<file path="src/rtl/pong_sound_pkg.sv">
// Constants shared by the buzzer tone generator and the tone decoder.
package pong_sound_pkg;

    localparam int HALF_B4       = 4;
    localparam int HALF_B5       = 3;
    localparam int TONE_DURATION = 258;

    localparam logic TONE_B4 = 1'b0;
    localparam logic TONE_B5 = 1'b1;

    typedef enum logic [1:0] {
        DEC_IDLE  = 2'd0,
        DEC_LOCK  = 2'd1,
        DEC_TRACK = 2'd2
    } dec_state_e;

endpackage

</file>
<file path="src/rtl/sat_counter.sv">
// Counter with load, add-step and saturation at MAX; synchronous active-high reset to 0.
module sat_counter #(
    parameter int             W   = 8,
    parameter logic [W-1:0]   MAX = '1
) (
    input  logic         clk,
    input  logic         reset,
    input  logic         load_i,
    input  logic [W-1:0] load_val_i,
    input  logic         inc_i,
    input  logic [W-1:0] step_i,
    output logic [W-1:0] count_o
);

    logic [W-1:0] count_q;
    logic [W-1:0] count_d;
    logic [W:0]   sum;

    always_comb begin
        sum     = {1'b0, count_q} + {1'b0, step_i};
        count_d = count_q;
        if (load_i) begin
            count_d = load_val_i;
        end else if (inc_i) begin
            count_d = (sum > {1'b0, MAX}) ? MAX : sum[W-1:0];
        end
    end

    always_ff @(posedge clk) begin
        if (reset) begin
            count_q <= '0;
        end else begin
            count_q <= count_d;
        end
    end

    assign count_o = count_q;

endmodule

</file>
<file path="src/rtl/tone_decoder.sv">
// Classifies buzzer bursts as B4 or B5 by measuring edge intervals; reports each burst with a done pulse.
//   state     | meaning
//   DEC_IDLE  | no burst, waiting for a first edge
//   DEC_LOCK  | one edge seen, second edge decides the tone
//   DEC_TRACK | tone classified, checking every further interval
module tone_decoder
    import pong_sound_pkg::*;
#(
    parameter int HALF_B4      = pong_sound_pkg::HALF_B4,
    parameter int HALF_B5      = pong_sound_pkg::HALF_B5,
    parameter int IDLE_TIMEOUT = 8,
    parameter int MIN_EDGES    = 4,
    parameter int CNT_W        = 8,
    parameter int SPAN_W       = 10
) (
    input  logic              clk,
    input  logic              reset,
    input  logic              buzzer_in,
    output logic              busy,
    output logic              done,
    output logic              tone_id,
    output logic [CNT_W-1:0]  edge_count,
    output logic [SPAN_W-1:0] span,
    output logic              error
);

    localparam int               GAP_W   = $clog2(IDLE_TIMEOUT + 1);
    localparam logic [GAP_W-1:0] GAP_MAX = GAP_W'(IDLE_TIMEOUT);
    localparam logic [GAP_W-1:0] GAP_B4  = GAP_W'(HALF_B4);
    localparam logic [GAP_W-1:0] GAP_B5  = GAP_W'(HALF_B5);

    dec_state_e        state_q;
    logic              buzzer_q;
    logic              buzzer_s;
    logic              edge_det;
    logic              in_burst;
    logic              timeout;
    logic              tone_q, tone_d;
    logic              mismatch_q, mismatch_d;
    logic              fin_err;
    logic [GAP_W-1:0]  gap;
    logic [CNT_W-1:0]  cnt;
    logic [SPAN_W-1:0] span_cnt;
    logic              res_tone_q, res_err_q;
    logic [CNT_W-1:0]  res_cnt_q;
    logic [SPAN_W-1:0] res_span_q;

    // An undriven (X) buzzer is read as low so the first real write is seen as an edge.
    assign buzzer_s = (buzzer_in === 1'b1);
    assign edge_det = buzzer_s ^ buzzer_q;
    assign in_burst = (state_q != DEC_IDLE);
    // Combinational so that an edge arriving on the timeout cycle still cancels the end of burst.
    assign timeout  = in_burst && !edge_det && (gap == GAP_MAX) && !reset;
    assign fin_err  = mismatch_q || (cnt < CNT_W'(MIN_EDGES));

    always_ff @(posedge clk) begin
        if (reset) begin
            buzzer_q <= 1'b0;
        end else begin
            buzzer_q <= buzzer_s;
        end
    end

    sat_counter #(.W(GAP_W), .MAX(GAP_MAX)) u_gap (
        .clk        (clk),
        .reset      (reset),
        .load_i     (edge_det),
        .load_val_i (GAP_W'(1)),
        .inc_i      (1'b1),
        .step_i     (GAP_W'(1)),
        .count_o    (gap)
    );

    sat_counter #(.W(CNT_W)) u_edge_cnt (
        .clk        (clk),
        .reset      (reset),
        .load_i     (edge_det && !in_burst),
        .load_val_i (CNT_W'(1)),
        .inc_i      (edge_det && in_burst),
        .step_i     (CNT_W'(1)),
        .count_o    (cnt)
    );

    sat_counter #(.W(SPAN_W)) u_span (
        .clk        (clk),
        .reset      (reset),
        .load_i     (edge_det && !in_burst),
        .load_val_i ('0),
        .inc_i      (edge_det && in_burst),
        .step_i     (SPAN_W'(gap)),
        .count_o    (span_cnt)
    );

    always_comb begin
        tone_d     = tone_q;
        mismatch_d = mismatch_q;
        if (edge_det) begin
            case (state_q)
                DEC_IDLE: begin
                    tone_d     = TONE_B4;
                    mismatch_d = 1'b0;
                end
                DEC_LOCK: begin
                    if (gap == GAP_B4) begin
                        tone_d = TONE_B4;
                    end else if (gap == GAP_B5) begin
                        tone_d = TONE_B5;
                    end else begin
                        tone_d     = TONE_B4;
                        mismatch_d = 1'b1;
                    end
                end
                DEC_TRACK: begin
                    if (gap != ((tone_q == TONE_B5) ? GAP_B5 : GAP_B4)) begin
                        mismatch_d = 1'b1;
                    end
                end
                default: begin
                    mismatch_d = mismatch_q;
                end
            endcase
        end
    end

    always_ff @(posedge clk) begin
        if (reset) begin
            state_q    <= DEC_IDLE;
            tone_q     <= 1'b0;
            mismatch_q <= 1'b0;
            res_tone_q <= 1'b0;
            res_err_q  <= 1'b0;
            res_cnt_q  <= '0;
            res_span_q <= '0;
        end else begin
            tone_q     <= tone_d;
            mismatch_q <= mismatch_d;
            case (state_q)
                DEC_IDLE: begin
                    if (edge_det) state_q <= DEC_LOCK;
                end
                DEC_LOCK: begin
                    if (edge_det)     state_q <= DEC_TRACK;
                    else if (timeout) state_q <= DEC_IDLE;
                end
                DEC_TRACK: begin
                    if (timeout) state_q <= DEC_IDLE;
                end
                default: state_q <= DEC_IDLE;
            endcase
            if (timeout) begin
                res_tone_q <= tone_q;
                res_err_q  <= fin_err;
                res_cnt_q  <= cnt;
                res_span_q <= span_cnt;
            end
        end
    end

    // Results are live on the done cycle and held from the result registers afterwards.
    always_comb begin
        busy       = 1'b0;
        done       = 1'b0;
        tone_id    = 1'b0;
        edge_count = '0;
        span       = '0;
        error      = 1'b0;
        if (!reset) begin
            busy       = in_burst && !timeout;
            done       = timeout;
            tone_id    = timeout ? tone_q   : res_tone_q;
            edge_count = timeout ? cnt      : res_cnt_q;
            span       = timeout ? span_cnt : res_span_q;
            error      = timeout ? fin_err  : res_err_q;
        end
    end

endmodule

</file>
<file path="config.mk">
export PLATFORM = sky130hd
export DESIGN_NAME = tone_decoder
export DESIGN_NICKNAME = d
export VERILOG_FILES = /design/src/rtl/pong_sound_pkg.sv /design/src/rtl/sat_counter.sv /design/src/rtl/tone_decoder.sv
export SDC_FILE = /design/constraint.sdc
export NUM_CORES = 1
export LEC_CHECK = 0
export CORE_MARGIN = 1.5
export CORE_UTILIZATION = 56
export DETAILED_ROUTE_END_ITERATION = 6
export GPL_TIMING_DRIVEN = 1
export PLACE_DENSITY = 0.82
export SYNTH_ARGS = -nofsm -noshare
export SYNTH_HDL_FRONTEND = slang
export SYNTH_SLANG_ARGS = --single-unit
</file>
<file path="constraint.sdc">
create_clock -name clk -period 2.6 [get_ports clk]
set_clock_uncertainty 0.2 [all_clocks]
set_input_delay 0.26 -clock clk [delete_from_list [all_inputs] [get_ports clk]]
set_output_delay 0.26 -clock clk [all_outputs]
set_load 0.02 [all_outputs]
</file>
# Yosys cells after proc, flatten, opt, wreduce, memory -nomap -nowiden
# Index checks and enable logic that the tools add are counted.
# Widths: inputs -> output; s select.
[totals]
mem_bits_rw = 0
rom_bits = 0
n_memories = 0
reg_bits = 47
latch_bits = 0
word_cells = 82
inputBits = 3
[op_classes]
magnitude_cmp = 4
div = 0
multipliers = 0
n_shift = 0
bitwise = 1
reduce_logical = 21
n_mux = 28
eq_ne = 11
add_sub_neg = 3
[op_table]
columns = ["operator", "n"]
rows = [
  ["$mux 10", 3],
  ["$mux 8", 3],
  ["$mux 1", 14],
  ["$add 10x4->11", 1],
  ["$gt 11x10->1 const B", 1],
  ["$add 8x1->9 const B", 1],
  ["$gt 9x8->1 const B", 1],
  ["$lt 8x3->1 const B", 1],
  ["$ne 2x2->1 const B", 4],
  ["$logic_and 1x1->1", 6],
  ["$mux 2", 3],
  ["$pmux 2 s3", 1],
  ["$reduce_bool 2->1", 3],
  ["$add 4x1->5 const B", 1],
  ["$gt 5x4->1 const B", 1],
  ["$reduce_and 5->1", 1],
  ["$eq 4x2->1 const B", 1],
  ["$eq 4x3->1 const B", 1],
  ["$eq 4x4->1 const B", 1],
  ["$logic_not 1->1", 4],
  ["$mux 4", 1],
  ["$ne 4x3->1", 1],
  ["$reduce_or 2->1", 2],
  ["$mux 3", 1],
  ["other kinds (11)", 11],
]

# Longest topological paths before layout
# Gate-level depths: netlist of the first run.
[depth]
depth_word = 9
mapped_depth = 7
ltp_nobuf = 7

# Hierarchy
# Synthesis of the first run repeated with hierarchy kept, for this count alone.
[hier_totals]
hier_cells = 364
area_unflattened_um2 = 2976.6
[modules_own_cells]
columns = ["mod", "area_per_inst_um2", "instances", "cells_each"]
rows = [
  ["tone_decoder", 1089.8, 1, 135],
  ["sat_counter (u_span)", 837.1, 1, 105],
  ["sat_counter (u_edge_cnt)", 706.9, 1, 88],
  ["sat_counter (u_gap)", 342.8, 1, 36],
]

# Worst setup path after synthesis of the first run
# No wires, ideal clock.
[synth_path]
path_type = "reg-to-output"
from = "register state_q[0]"
to = "output error"
n_path_buf = 0
slack_ps = 282
arrival_time_ps = 1858
stages_incl_launch_ff = 7
cell_sequence = "dfxtp_1 > inv_1 > ha_1 > and4bb_2 > nor3b_4 > nor2_1 > a211oi_1"
[synth_between]
elab_chain_cells = 6
[synth_lines]
columns = ["item", "line", "rtl"]
rows = [
  ["start: declaration", "tone_decoder.sv:32", "dec_state_e state_q;"],
  ["start signal: assignment", "tone_decoder.sv:127", "state_q <= DEC_IDLE;"],
  ["start signal: assignment", "tone_decoder.sv:139", "if (edge_det) state_q <= DEC_LOCK;"],
  ["start signal: assignment", "tone_decoder.sv:142", "if (edge_det) state_q <= DEC_TRACK;"],
  ["$reduce_bool 2->1", "tone_decoder.sv:51", "assign in_burst = (state_q != DEC_IDLE);"],
  ["$logic_and 1x1->1 (3 in series)", "tone_decoder.sv:53", "assign timeout = in_burst && !edge_det && (gap == GAP_MAX) && !reset;"],
  ["$mux 1 (2 in series)", "n/a", ""],
  ["end: declaration", "tone_decoder.sv:24", "output logic error"],
]
# Every way passes these cells.

# Final worst setup path of the first run
[layout_path]
from = "register state_q[1]"
to = "output error"
# Same word-level chain as after synthesis.

==> summary.txt, run 1 <==
Worst-Margin Slew: 744 ps
crit path launch type: flip-flop
DRT Pass-1 Iters: 4
initial antenna violation count: 0
largest net degree at the start of global routing: 26
Area growth, synth to finish: 28.0%
Post-synth EDFFs: 0
clock tree sinks: 47
Tcrit/Tclk final: 97.5%
count of final max-slew check failures: 0
Post-Synthesis Cell Area: 2360 um^2
proportion of synthesized chip area in sequential cells: 39.8%
fillers: 286
Critical-path top delay cell: dfxtp_2
CTS Buffer Depth: 2
Die Width: 68.0 um
DRT antenna net count: 0
layout cells sized above 1: 26.8%
Synth top cells by count: dfxtp_1, o21ai_0, nand2_1
worst skew pair latency: 300 ps
critical-path cell list: inv_2 -> ha_4 -> and4bb_2 -> nor3b_4 -> buf_4 -> nor2_2 -> a211oi_2 -> buf_4
vias in the first global route: 1891
Initial Util: 58.6%
core area: 4030 um^2
top cell type's share of synthesized area: 39.8%
htree depth: 2
worst slack at placement: -171 ps
VDD IR-drop max: 0.000352 V
Synth cell types: 53
Post-DP Area: 2790 um^2
CP Class: reg2out
Synth async-reset ratio: 0%
Tot Pwr: 1.52 mW
Post-layout nets: 330
FF-to-FF setup slack: 330 ps
Final Non-Filler Cells: 363
antenna cells: 0
Ys Warns: 0
Synth area leaders: dfxtp_1, ha_1, o21ai_0
clock root buffer: clkbuf_8
most common cell in the netlist: dfxtp_1
row cnt: 23
Fin. Hold Viols: 0
design area: 3020 um^2
outcome: completed
FF+latch count, synth: 47
total CTS buffers: 5
RSZ-0062 raised after global routing: yes
setup violators final: 0
DR DRC count: 0
CP dominant cell by count: buf_4
Pleak: 1.23 nW
Final WS setup: 64.0 ps
Worst Setup End Kind: output pin
post-layout minimum cycle time: 2540 ps
wire per inst: 14.8 um
cell taking the most area after synthesis: dfxtp_1
Max Cap Viol: 0
Synth Flop Type: dfxtp_1
Placed Cells: 349
Max transition margin: 50.1%
global route overflow: 0
Fmax achieved: 394 MHz
Avg Cell Area, Syn: 8.91 um^2
die area: 4620 um^2
CP arrival: 2080 ps
total power divided by cell area: 504 nW/um^2
Fin Hold WS: 268 ps
overall routing resource usage: 24.0%
required time worst endpoint: 2140 ps
syn nets: 282
Worst Hold Class: reg2reg
WL final: 5.37 mm
TritonCTS clock tree: built
DP HPWL: 3.51 mm
Die Ht: 68.0 um
delay of the slowest cell on the worst path: 340 ps
first-pass GRT wire length: 8.27 mm
I/O pin count: 25
Post-Syn Instances: 265
CP Max Fanout: 4
RD Place Congestion: 0.824
Port Buffers: 24
via/cell ratio: 5.83
clock-pin slew on the worst setup and hold paths: 80 ps
1st-iter DRT viols: 111
vias: 2118
[routing by layer]
layer	GRT usage (%)	share of wire [%]	wire (um)	up-vias
met4	8.75	1.2	65	0
li1	-	-	-	1054
met1	28.2	43	2330	993
met5	0	0	0	-
met3	6.91	5.3	287	8
met2	41.4	50	2680	63
[where the power goes]
| part | switching, mW | total, mW | internal [mW] |
|---|---|---|---|
| registers | 0.0246 | 0.768 | 0.743 |
| logic | 0.126 | 0.235 | 0.109 |
| clock network | 0.241 | 0.522 | 0.281 |
[path summary, 6_finish.rpt]
path	from	to	depth (start not counted)
max	state_q[1]	error	8
min	res_cnt_q[7]	res_cnt_q[7]	2
max reg2reg	u_gap.count_o[0]	u_span.count_o[0]	9
min reg2reg	res_cnt_q[7]	res_cnt_q[7]	2
[stage by stage]
step	TNS [ps]	utilization, %
2_1_floorplan	0	-
3_3_place_gp	-1600	69.2
4_1_cts	-37.4	71.6
3_5_place_dp	-2240	69.2
6_report	0	75.0
5_1_grt	-278	75.0
[area by class of cell]
type	count	area, um^2	area share [%]
Clock inverter	2	37.5	1.24
Tap cell	50	62.6	2.07
Inverter	9	33.8	1.12
Multi-Input combinational cell	196	1390	45.9
Clock buffer	5	68.8	2.28
Timing Repair Buffer	54	488	16.1
Sequential cell	47	943	31.2
[cells by family (layout without fill, tap and decap cells)]
logic type / Yosys count / after routing / synth area share [%]
buffers and inverters: 22 / 70 / 4.03
DFF: 47 / 47 / 39.8
and+or+nand+nor: 95 / 95 / 23.1
xor gates and xnor gates: 4 / 4 / 1.80
adders and majority gates: 14 / 14 / 7.73
AOI/OAI and AO/OA: 81 / 81 / 22.6
muxes: 2 / 2 / 0.900
[timing repair]
item                                    4_1_cts  5_1_grt
gates cloned                                  0        2
setup buffers                                 2        3
gates resized for setup                      96       67
hold buffers                                  0        0
endpoints found under the setup margin       22       22
pin swaps                                     0        3
[registers in the layout, indices dropped and copies added, names as in the netlist]
name                flops
u_gap.count_o           4
buzzer_q                1
res_span_q             10
mismatch_q              1
u_edge_cnt.count_o      8
res_tone_q              1
tone_q                  1
res_err_q               1
u_span.count_o         10
res_cnt_q               8
state_q                 2
[critical path, delay by kind of cell (launching register included)]
| family | cells | cell delay [ps] |
|---|---|---|
| buf+inv | 3 | 420 |
| fa+ha+maj | 1 | 150 |
| flops | 1 | 340 |
| compound gates | 1 | 190 |
| simple gates | 3 | 670 |
[layout by cell type, fill, tap and decap left out, drive strengths merged, types with 9 or more instances in the layout]
cell and instances:
buf 48, dfxtp 47, o21ai 26, nand2 25
nand2b 20, a21oi 15, ha 13, nor2 11
a31oi 9, inv 9
No activity file was read; power rests on OpenSTA's default activity.
==> run 2: changes to the inputs <==
- ABC_CLOCK_PERIOD_IN_PS: not set -> 2600
- CORE_ASPECT_RATIO: not set -> 0.75
- CTS_BUF_LIST: not set -> sky130_fd_sc_hd__clkbuf_16
==> summary.txt, run 2 (synthesis gave the netlist of run 1 again) <==
outcome: completed (unchanged)
total power divided by cell area: 551 nW/um^2 (was 504 nW/um^2)
Fmax achieved: 396 MHz (was 394 MHz)
Initial Util: 58.3% (was 58.6%)
Comb pwr share: 13.9% (was 15.4%)
Pleak: 1.19 nW (was 1.23 nW)
core area: 4050 um^2 (was 4030 um^2)
DRT antenna net count: 0 (unchanged)
crit path launch type: flip-flop (unchanged)
VDD IR-drop max: 0.000383 V (was 0.000352 V)
Port Buffers: 24 (unchanged)
FF-to-FF setup slack: 300 ps (was 330 ps)
Final Non-Filler Cells: 363 (unchanged)
Post-layout nets: 324 (was 330)
Max transition margin: 50.8% (was 50.1%)
CTS Buffer Depth: 2 (unchanged)
Placed Cells: 353 (was 349)
row cnt: 20 (was 23)
sequential fraction of design power: 47.9% (was 50.4%)
DP HPWL: 3.64 mm (was 3.51 mm)
Worst-Margin Slew: 732 ps (was 744 ps)
RSZ-0062 raised after global routing: yes (unchanged)
Tcrit/Tclk final: 97.1% (was 97.5%)
Hold Crit Start: res_cnt_q[7] (unchanged)
initial antenna violation count: 0 (unchanged)
net switching power: 408 uW (was 391 uW)
FF-to-FF Start: u_gap.count_o[0] (unchanged)
Fin Hold WS: 274 ps (was 268 ps)
antenna cells: 0 (unchanged)
FF-to-FF path depth: 9 (unchanged)
TritonCTS clock tree: built (unchanged)
clock-pin slew on the worst setup and hold paths: 60 ps (was 80 ps)
DRT Pass-1 Iters: 4 (unchanged)
DR DRC count: 0 (unchanged)
I/O pin count: 25 (unchanged)
Final WS setup: 74.2 ps (was 64.0 ps)
vias: 2094 (was 2118)
Fin. Hold Viols: 0 (unchanged)
global route overflow: 0 (unchanged)
via/cell ratio: 5.77 (was 5.83)
hold bufs inserted after CTS: 0 (unchanged)
clock root buffer: clkbuf_16 (was clkbuf_8)
Area growth, synth to finish: 23.3% (was 28.0%)
count of final max-slew check failures: 0 (unchanged)
Tot Pwr: 1.60 mW (was 1.52 mW)
required time worst endpoint: 2140 ps (about the same)
layout cells sized above 1: 23.4% (was 26.8%)
Worst Setup End Kind: output pin (unchanged)
WL final: 5.35 mm (was 5.37 mm)
worst r2r dst: u_span.count_o[2] (was u_span.count_o[0])
overall routing resource usage: 23.9% (was 24.0%)
internal power: 1.20 mW (was 1.13 mW)
setup violators final: 0 (unchanged)
commonest non-fill, non-tap cell in the layout: dfxtp_1 (unchanged)
vias in the first global route: 1827 (was 1891)
most frequent cells in the layout: dfxtp_1, buf_4, nand2_1 (unchanged)
RD Place Congestion: 0.833 (was 0.824)
Post-DP Area: 2780 um^2 (was 2790 um^2)
Clk pwr share: 38.2% (was 34.2%)
total CTS buffers: 5 (unchanged)
CP arrival: 2070 ps (was 2080 ps)
1st-iter DRT viols: 137 (was 111)
design area: 2910 um^2 (was 3020 um^2)
htree depth: 2 (unchanged)
wire per inst: 14.7 um (was 14.8 um)
CP Max Fanout: 9 (was 4)
CP Class: reg2out (unchanged)
Die Ht: 59.2 um (was 68.0 um)
Worst Hold Class: reg2reg (unchanged)
worst skew pair latency: 280 ps (was 300 ps)
die area: 4620 um^2 (about the same)
fillers: 320 (was 286)
Sw Ratio: 25.4% (was 25.7%)
Max Cap Viol: 0 (unchanged)
clock tree sinks: 47 (unchanged)
hold-critical path depth: 2 (unchanged)
post-layout minimum cycle time: 2530 ps (was 2540 ps)
worst slack at placement: -146 ps (was -171 ps)
Hold Path End: res_cnt_q[7] (unchanged)
first-pass GRT wire length: 8.58 mm (was 8.27 mm)
largest net degree at the start of global routing: 27 (was 26)
Die Width: 78.0 um (was 68.0 um)
## run 2: worst max-delay path by stage
stage | from | end | slack, ps
2_1_floorplan | state_q[0] | error | 280
3_3_place_gp | buzzer_in | error | -110
3_5_place_dp | buzzer_in | span[2] | -150
4_1_cts | state_q[0] | error | -60
5_1_grt | state_q[1] | span[5] | -50
6_report | state_q[0] | span[5] | 70
## run 2: cell type report
| class | count | area [um^2] | area share (%) |
|---|---|---|---|
| clock buffer | 5 | 125 | 4.30 |
| clock inverter | 3 | 16.3 | 0.558 |
| inverter | 9 | 33.8 | 1.16 |
| multi-input combinational | 196 | 1360 | 46.7 |
| sequential | 47 | 942 | 32.3 |
| tap | 55 | 68.8 | 2.36 |
| timing repair buffer | 48 | 365 | 12.5 |
## run 2: power groups by stage
stage	logic [mW]	clock network (mW)	registers, mW
2_1_floorplan	0.147	0	0.780
3_3_place_gp	0.214	0	0.782
3_5_place_dp	0.219	0	0.783
4_1_cts	0.221	0.619	0.767
5_1_grt	0.245	0.650	0.771
6_report	0.223	0.612	0.769
## run 2: repair_timing
action / CTS / global route
cloned: 1 / 0
resized for setup: 81 / 52
setup endpoints to repair: 22 / 20
setup buffers: 1 / 0
## run 2: per-stage QoR
stage | setup TNS (ps) | util, %
after floorplan | 0 | -
after global placement | -923 | 68.5
after detailed placement | -2130 | 68.5
after CTS | -64.2 | 71.3
after global routing | -70.1 | 71.9
final | 0 | 71.9
## run 2: layer usage
metal / share of wire, % / GRT usage [%] / up-vias
li1: - / - / 1052
met1: 48 / 32.9 / 979
met2: 46 / 40.1 / 59
met3: 5.3 / 4.31 / 4
met4: 0.39 / 4.59 / 0
met5: 0 / 0 / -
## run 2: critical path, stage by stage, from the launching register on
cell and delay, ps:
dfxtp_2 330, inv_1 50, ha_1 200, and4bb_2 310
nor3b_4 260, buf_6 150, buf_6 130, nand2_1 60
o21ai_1 100, buf_2 190
==> run 3: changes to the inputs <==
- CTS_CLUSTER_DIAMETER: not set -> 30
- CTS_CLUSTER_SIZE: not set -> 30
- SLEW_MARGIN: not set -> 20
==> results of run 3 <==
No change in the layout: final DEF, timing and power equal those of run 2.
